`src/rtl/debounce_pkg.sv`:
```
// debounce_pkg: shared widths, default debounce length and per-bit FSM encoding
package debounce_pkg;
   localparam int SW_WIDTH = 10;
   localparam int KEY_WIDTH = 2;
   localparam int DEFAULT_DEBOUNCE_CYCLES = 500000;
   typedef enum logic {STABLE = 1'b0, PENDING = 1'b1} state_t;
endpackage

```
`src/rtl/debounce_bit.sv`:
```
// debounce_bit: synchronizer, stability counter and two-state FSM for one raw input bit
//   clk, rst : system clock, asynchronous active-high reset
//   din      : raw asynchronous input
//   level    : debounced level (resets to RESET_VALUE)
//   pulse    : one-cycle pulse on any accepted change (ANY_EDGE=1) or only on a change away from RESET_VALUE
module debounce_bit import debounce_pkg::*; #(
   parameter int DEBOUNCE_CYCLES = DEFAULT_DEBOUNCE_CYCLES,
   parameter int SYNC_STAGES = 2,
   parameter bit RESET_VALUE = 1'b0,
   parameter bit ANY_EDGE = 1'b1
) (
   input  logic clk,
   input  logic rst,
   input  logic din,
   output logic level,
   output logic pulse
);
   localparam int CW = $clog2(DEBOUNCE_CYCLES);
   localparam logic [CW-1:0] LAST = CW'(DEBOUNCE_CYCLES - 1);
   logic [SYNC_STAGES-1:0] sync;
   logic s;
   state_t state, state_n;
   logic [CW-1:0] cnt, cnt_n;
   logic level_n, pulse_n;
   assign s = sync[SYNC_STAGES-1];
   always_ff @(posedge clk or posedge rst)
      if (rst) begin
         sync <= {SYNC_STAGES{RESET_VALUE}};
         state <= STABLE;
         cnt <= '0;
         level <= RESET_VALUE;
         pulse <= 1'b0;
      end else begin
         sync <= {sync[SYNC_STAGES-2:0], din};
         state <= state_n;
         cnt <= cnt_n;
         level <= level_n;
         pulse <= pulse_n;
      end
   // The count includes the cycle that enters PENDING, so the D-th differing sample flips the level.
   always_comb begin
      state_n = state;
      cnt_n = cnt;
      level_n = level;
      pulse_n = 1'b0;
      if (s == level) begin
         state_n = STABLE;
         cnt_n = '0;
      end else if (state == STABLE) begin
         state_n = PENDING;
         cnt_n = CW'(1);
      end else if (cnt == LAST) begin
         state_n = STABLE;
         cnt_n = '0;
         level_n = s;
         pulse_n = ANY_EDGE || (s != RESET_VALUE);
      end else
         cnt_n = cnt + 1'b1;
   end
endmodule

```
`src/rtl/input_debounce.sv`:
```
// input_debounce: debounces 10 slide switches and 2 active-low push buttons
//   CLK, RST   : system clock, asynchronous active-high reset
//   SW_IN      : raw switches (active-high)      -> SW_OUT debounced levels, SW_CHANGED any-bit change pulse
//   KEY_IN     : raw buttons (active-low)        -> KEY_LEVEL pressed state, KEY_PRESS press pulse
module input_debounce import debounce_pkg::*; #(
   parameter int DEBOUNCE_CYCLES = DEFAULT_DEBOUNCE_CYCLES,
   parameter int SYNC_STAGES = 2
) (
   input  logic CLK,
   input  logic RST,
   input  logic [SW_WIDTH-1:0] SW_IN,
   input  logic [KEY_WIDTH-1:0] KEY_IN,
   output logic [SW_WIDTH-1:0] SW_OUT,
   output logic [KEY_WIDTH-1:0] KEY_LEVEL,
   output logic [KEY_WIDTH-1:0] KEY_PRESS,
   output logic SW_CHANGED
);
   logic [SW_WIDTH-1:0] sw_chg;
   logic [KEY_WIDTH-1:0] key_raw;
   for (genvar i = 0; i < SW_WIDTH; i++) begin : g_sw
      debounce_bit #(.DEBOUNCE_CYCLES(DEBOUNCE_CYCLES), .SYNC_STAGES(SYNC_STAGES), .RESET_VALUE(1'b0), .ANY_EDGE(1'b1)) u_bit (
         .clk(CLK), .rst(RST), .din(SW_IN[i]), .level(SW_OUT[i]), .pulse(sw_chg[i]));
   end
   // Buttons are debounced in raw polarity; a press is the raw level leaving its released value.
   for (genvar i = 0; i < KEY_WIDTH; i++) begin : g_key
      debounce_bit #(.DEBOUNCE_CYCLES(DEBOUNCE_CYCLES), .SYNC_STAGES(SYNC_STAGES), .RESET_VALUE(1'b1), .ANY_EDGE(1'b0)) u_bit (
         .clk(CLK), .rst(RST), .din(KEY_IN[i]), .level(key_raw[i]), .pulse(KEY_PRESS[i]));
   end
   assign KEY_LEVEL = ~key_raw;
   assign SW_CHANGED = |sw_chg;
endmodule

```
`config.mk`:
```
export PLATFORM = sky130hd
export DESIGN_NAME = input_debounce
export DESIGN_NICKNAME = d
export VERILOG_FILES = /design/src/rtl/debounce_pkg.sv /design/src/rtl/debounce_bit.sv /design/src/rtl/input_debounce.sv
export SDC_FILE = /design/constraint.sdc
export NUM_CORES = 1
export LEC_CHECK = 0
export CELL_PAD_IN_SITES_DETAIL_PLACEMENT = 1
export CELL_PAD_IN_SITES_GLOBAL_PLACEMENT = 1
export CORE_ASPECT_RATIO = 1.1
export CORE_MARGIN = 4
export CORE_UTILIZATION = 50
export DETAILED_ROUTE_END_ITERATION = 10
export PLACE_DENSITY_LB_ADDON = 0.1
export SYNTH_ARGS = -nofsm -noshare
export SYNTH_HDL_FRONTEND = slang
export SYNTH_HIERARCHICAL = 1
export SYNTH_SLANG_ARGS = --single-unit
```
`constraint.sdc`:
```
create_clock -name CLK -period 2.6 [get_ports CLK]
set_clock_uncertainty 0.2 [all_clocks]
set_input_delay 0.52 -clock CLK [delete_from_list [all_inputs] [get_ports CLK]]
set_output_delay 0.52 -clock CLK [all_outputs]
set_load 0.01 [all_outputs]
```
==> results.ini <==
[synth]
yosysSeqAreaShare_pct=52.88
synth_edf_count=0
syn_avg_cell_area_um2=10.01
synth_top_flop_cell=dfrtp_1
yosys.cell_types.count=47
async_flop_share_pct=100.0
synthCells=1363
ys_seq_elements=288
synth_nets=1389
synth_area_um2=13640
ys.warnings.count=6

[sta]
period_needed_ps=2473
setup_ws_ps=126.8
hold_viol_final=0
worst_pin_slew_ps=652.5
max_slew_margin_pct=56.10
finalCritPeriodShare_pct=95.12
slew_viol_final=0
finalSetupViolCount=0
max_freq_ghz=0.4043
rsz0062_at_grt=no
fin_setup_tns_ps=0
fin_hold_ws_ps=150.5

[setup_path]
worstPathRequired_ps=1880
slowest_stage=dfrtp_1
cp_max_fo=1
cp-start-kind=flip-flop
worstSetupPathType=reg2out
cp.arrival_ps=1750
slowest_delay_ps=400
cp_cell_sequence=nor4_1 > nand3_1 > dlygate4sd2_1
endpoint_kind=output port

[floorplan]
start_util_pct=50.61
core_um2=26960
row_count=63
ios=29
die_w_um=165.5
dieArea_um2=30000
dieHeight_um=181.2

[global_routing]
grt_pass1_vias=10810
track_usage_pct=20.91
grt_max_degree=25
antenna_found_initial=0
grt_pass1_wl_um=52970
overflow=0

[clock_network]
insertion_delay_ps=510
htreeDepth=2
cts_buffer_depth=3
numCtsBuffers=35
clk_pin_slew_ps=60
cts_tree=built
cts-hold-fix-buffers=0
clockRootBuffer=clkbuf_16
clock-sinks=288

[final_layout]
multi_input_area_um2=6053
final_common_cell=dfrtp_1
fillerInstances=3003
nets=1434
drive_gt1_share_pct=8.863
design_area_um2=15630
register_area_um2=7214
area_delta_synth_final_pct=14.55
diodes=0
mostFrequentLayoutCells=dfrtp_1, nor2_1, xnor2_1

[pwr]
pwr-share-comb_pct=2.9
p_sw_share_pct=21.27
vdd_ir_drop_max_uv=549.8
p_leak_nw=6.098
power_frac_clock_pct=51.5
p_seq_share_pct=45.6
power.total_mw=10.06
p_int_mw=7.923
p_switching_mw=2.141
power.density_nw_per_um2=644.0

[route]
drt_wl_total_um=30490
ant_nets=0
vias=10200
firstDrtPassIters=4
drt_iter0_drc=554
drt-wirelength-per-cell_um=17.03
viasPerCell=5.696
drc=0

[flow_run]
cap_violations=0

[place]
post-place-ws_ps=284.2
portBuffers=28
placed_cell_area_um2=14380
hpwlAfterDp_um=20600
place_congestion=0.7814

[outcome]
outcome=finished clean

[worst_hold_path]
worst_hold_path_type=reg2reg

-- repair_timing --
item / in CTS / in global routing
buffers inserted: 0 / 0
setup endpoints to repair: 1 / 0
resized for setup: 1 / 0
-- routing by layer --
layer  GRT usage, %  up-vias  part of all wire, %
li1               -     4884                    -
met1          27.70     5198                   45
met2          36.29       70                   51
met3          3.034       44                  2.2
met4          4.851        0                  1.9
met5              0        -                    0
-- power groups by stage --
stage               Clock [mW]  Sequential, mW  Combinational [mW]
floorplan                    0            4.66               0.186
global placement             0            4.67               0.287
detailed placement           0            4.67               0.296
CTS                       5.34            4.59               0.300
global route              5.55            4.60               0.335
finish                    5.19            4.59               0.287
-- path summary, 6_finish.rpt --
kind                                         end  cells after the start                  start  slack (ps)
setup / recovery                      SW_CHANGED                      3    g_sw[0].u_bit/pulse         130
hold / removal             g_sw[2].u_bit/sync[1]                      0  g_sw[2].u_bit/sync[0]         150
setup reg to reg             g_sw[9].u_bit/level                      4   g_sw[9].u_bit/cnt[5]         250
hold reg to reg            g_sw[2].u_bit/sync[1]                      0  g_sw[2].u_bit/sync[0]         150
max in group asynchronous   g_key[0].u_bit/level                      4                    RST        1470
min in group asynchronous    g_sw[6].u_bit/pulse                      3                    RST         200
-- cell type report --
cell class | count | share of cell area [%]
clock inverter | 12 | 1.313
multi-input combinational | 983 | 38.73
inverter | 51 | 1.225
timing repair buffer | 49 | 3.034
clock buffer | 50 | 6.669
tap | 357 | 2.858
sequential | 288 | 46.16
-- registers in the layout, indices dropped and copies added, names as in the netlist --
register / count
g_key.u_bit/state: 2
g_sw.u_bit/level: 10
g_key.u_bit/sync: 4
g_sw.u_bit/state: 10
g_sw.u_bit/pulse: 10
g_key.u_bit/cnt: 38
g_key.u_bit/level: 2
g_key.u_bit/pulse: 2
g_sw.u_bit/cnt: 190
g_sw.u_bit/sync: 20
-- synthesized netlist by cell type (15+ instances only) --
library cell    n  area, um2
a21oi_1        41      205.2
and4_1         18      157.7
buf_2          15      75.07
clkbuf_1       24      90.09
dfrtp_1       282       7057
inv_1          51      191.4
nand2_1        95      356.6
nand3_1        82      410.4
nand4_1        53      331.6
nor2_1        211      792.0
nor3_1         41      205.2
nor4_1         55      344.1
o21ai_0        22      110.1
o31ai_1        19      142.6
or3_1          38      237.7
or4_1          18      135.1
xnor2_1       112      980.9
xor2_1         60      525.5
-- kinds of logic after synthesis --
logic type	count (synthesis)	synth area share, %
compound gates	118	5.393
xor+xnor	172	11.04
buf+inv	92	2.751
mux	14	1.137
simple gates	667	25.70
fa+ha+maj	12	1.100
flops	288	52.88
-- stage by stage --
stage / cells / util, %
2_1_floorplan: 1363 / -
3_3_place_gp: 1728 / 53.35
3_5_place_dp: 1728 / 53.35
4_1_cts: 1790 / 57.97
5_1_grt: 1790 / 57.97
6_report: 1790 / 57.97
-- worst max-delay path: cells and delay by family (launching register included) --
kind / cells / cell delay, ps
and+or+nand+nor: 2 / 500
buffers and inverters: 1 / 350
DFF: 1 / 400
Power figures use the tool's default switching activity.
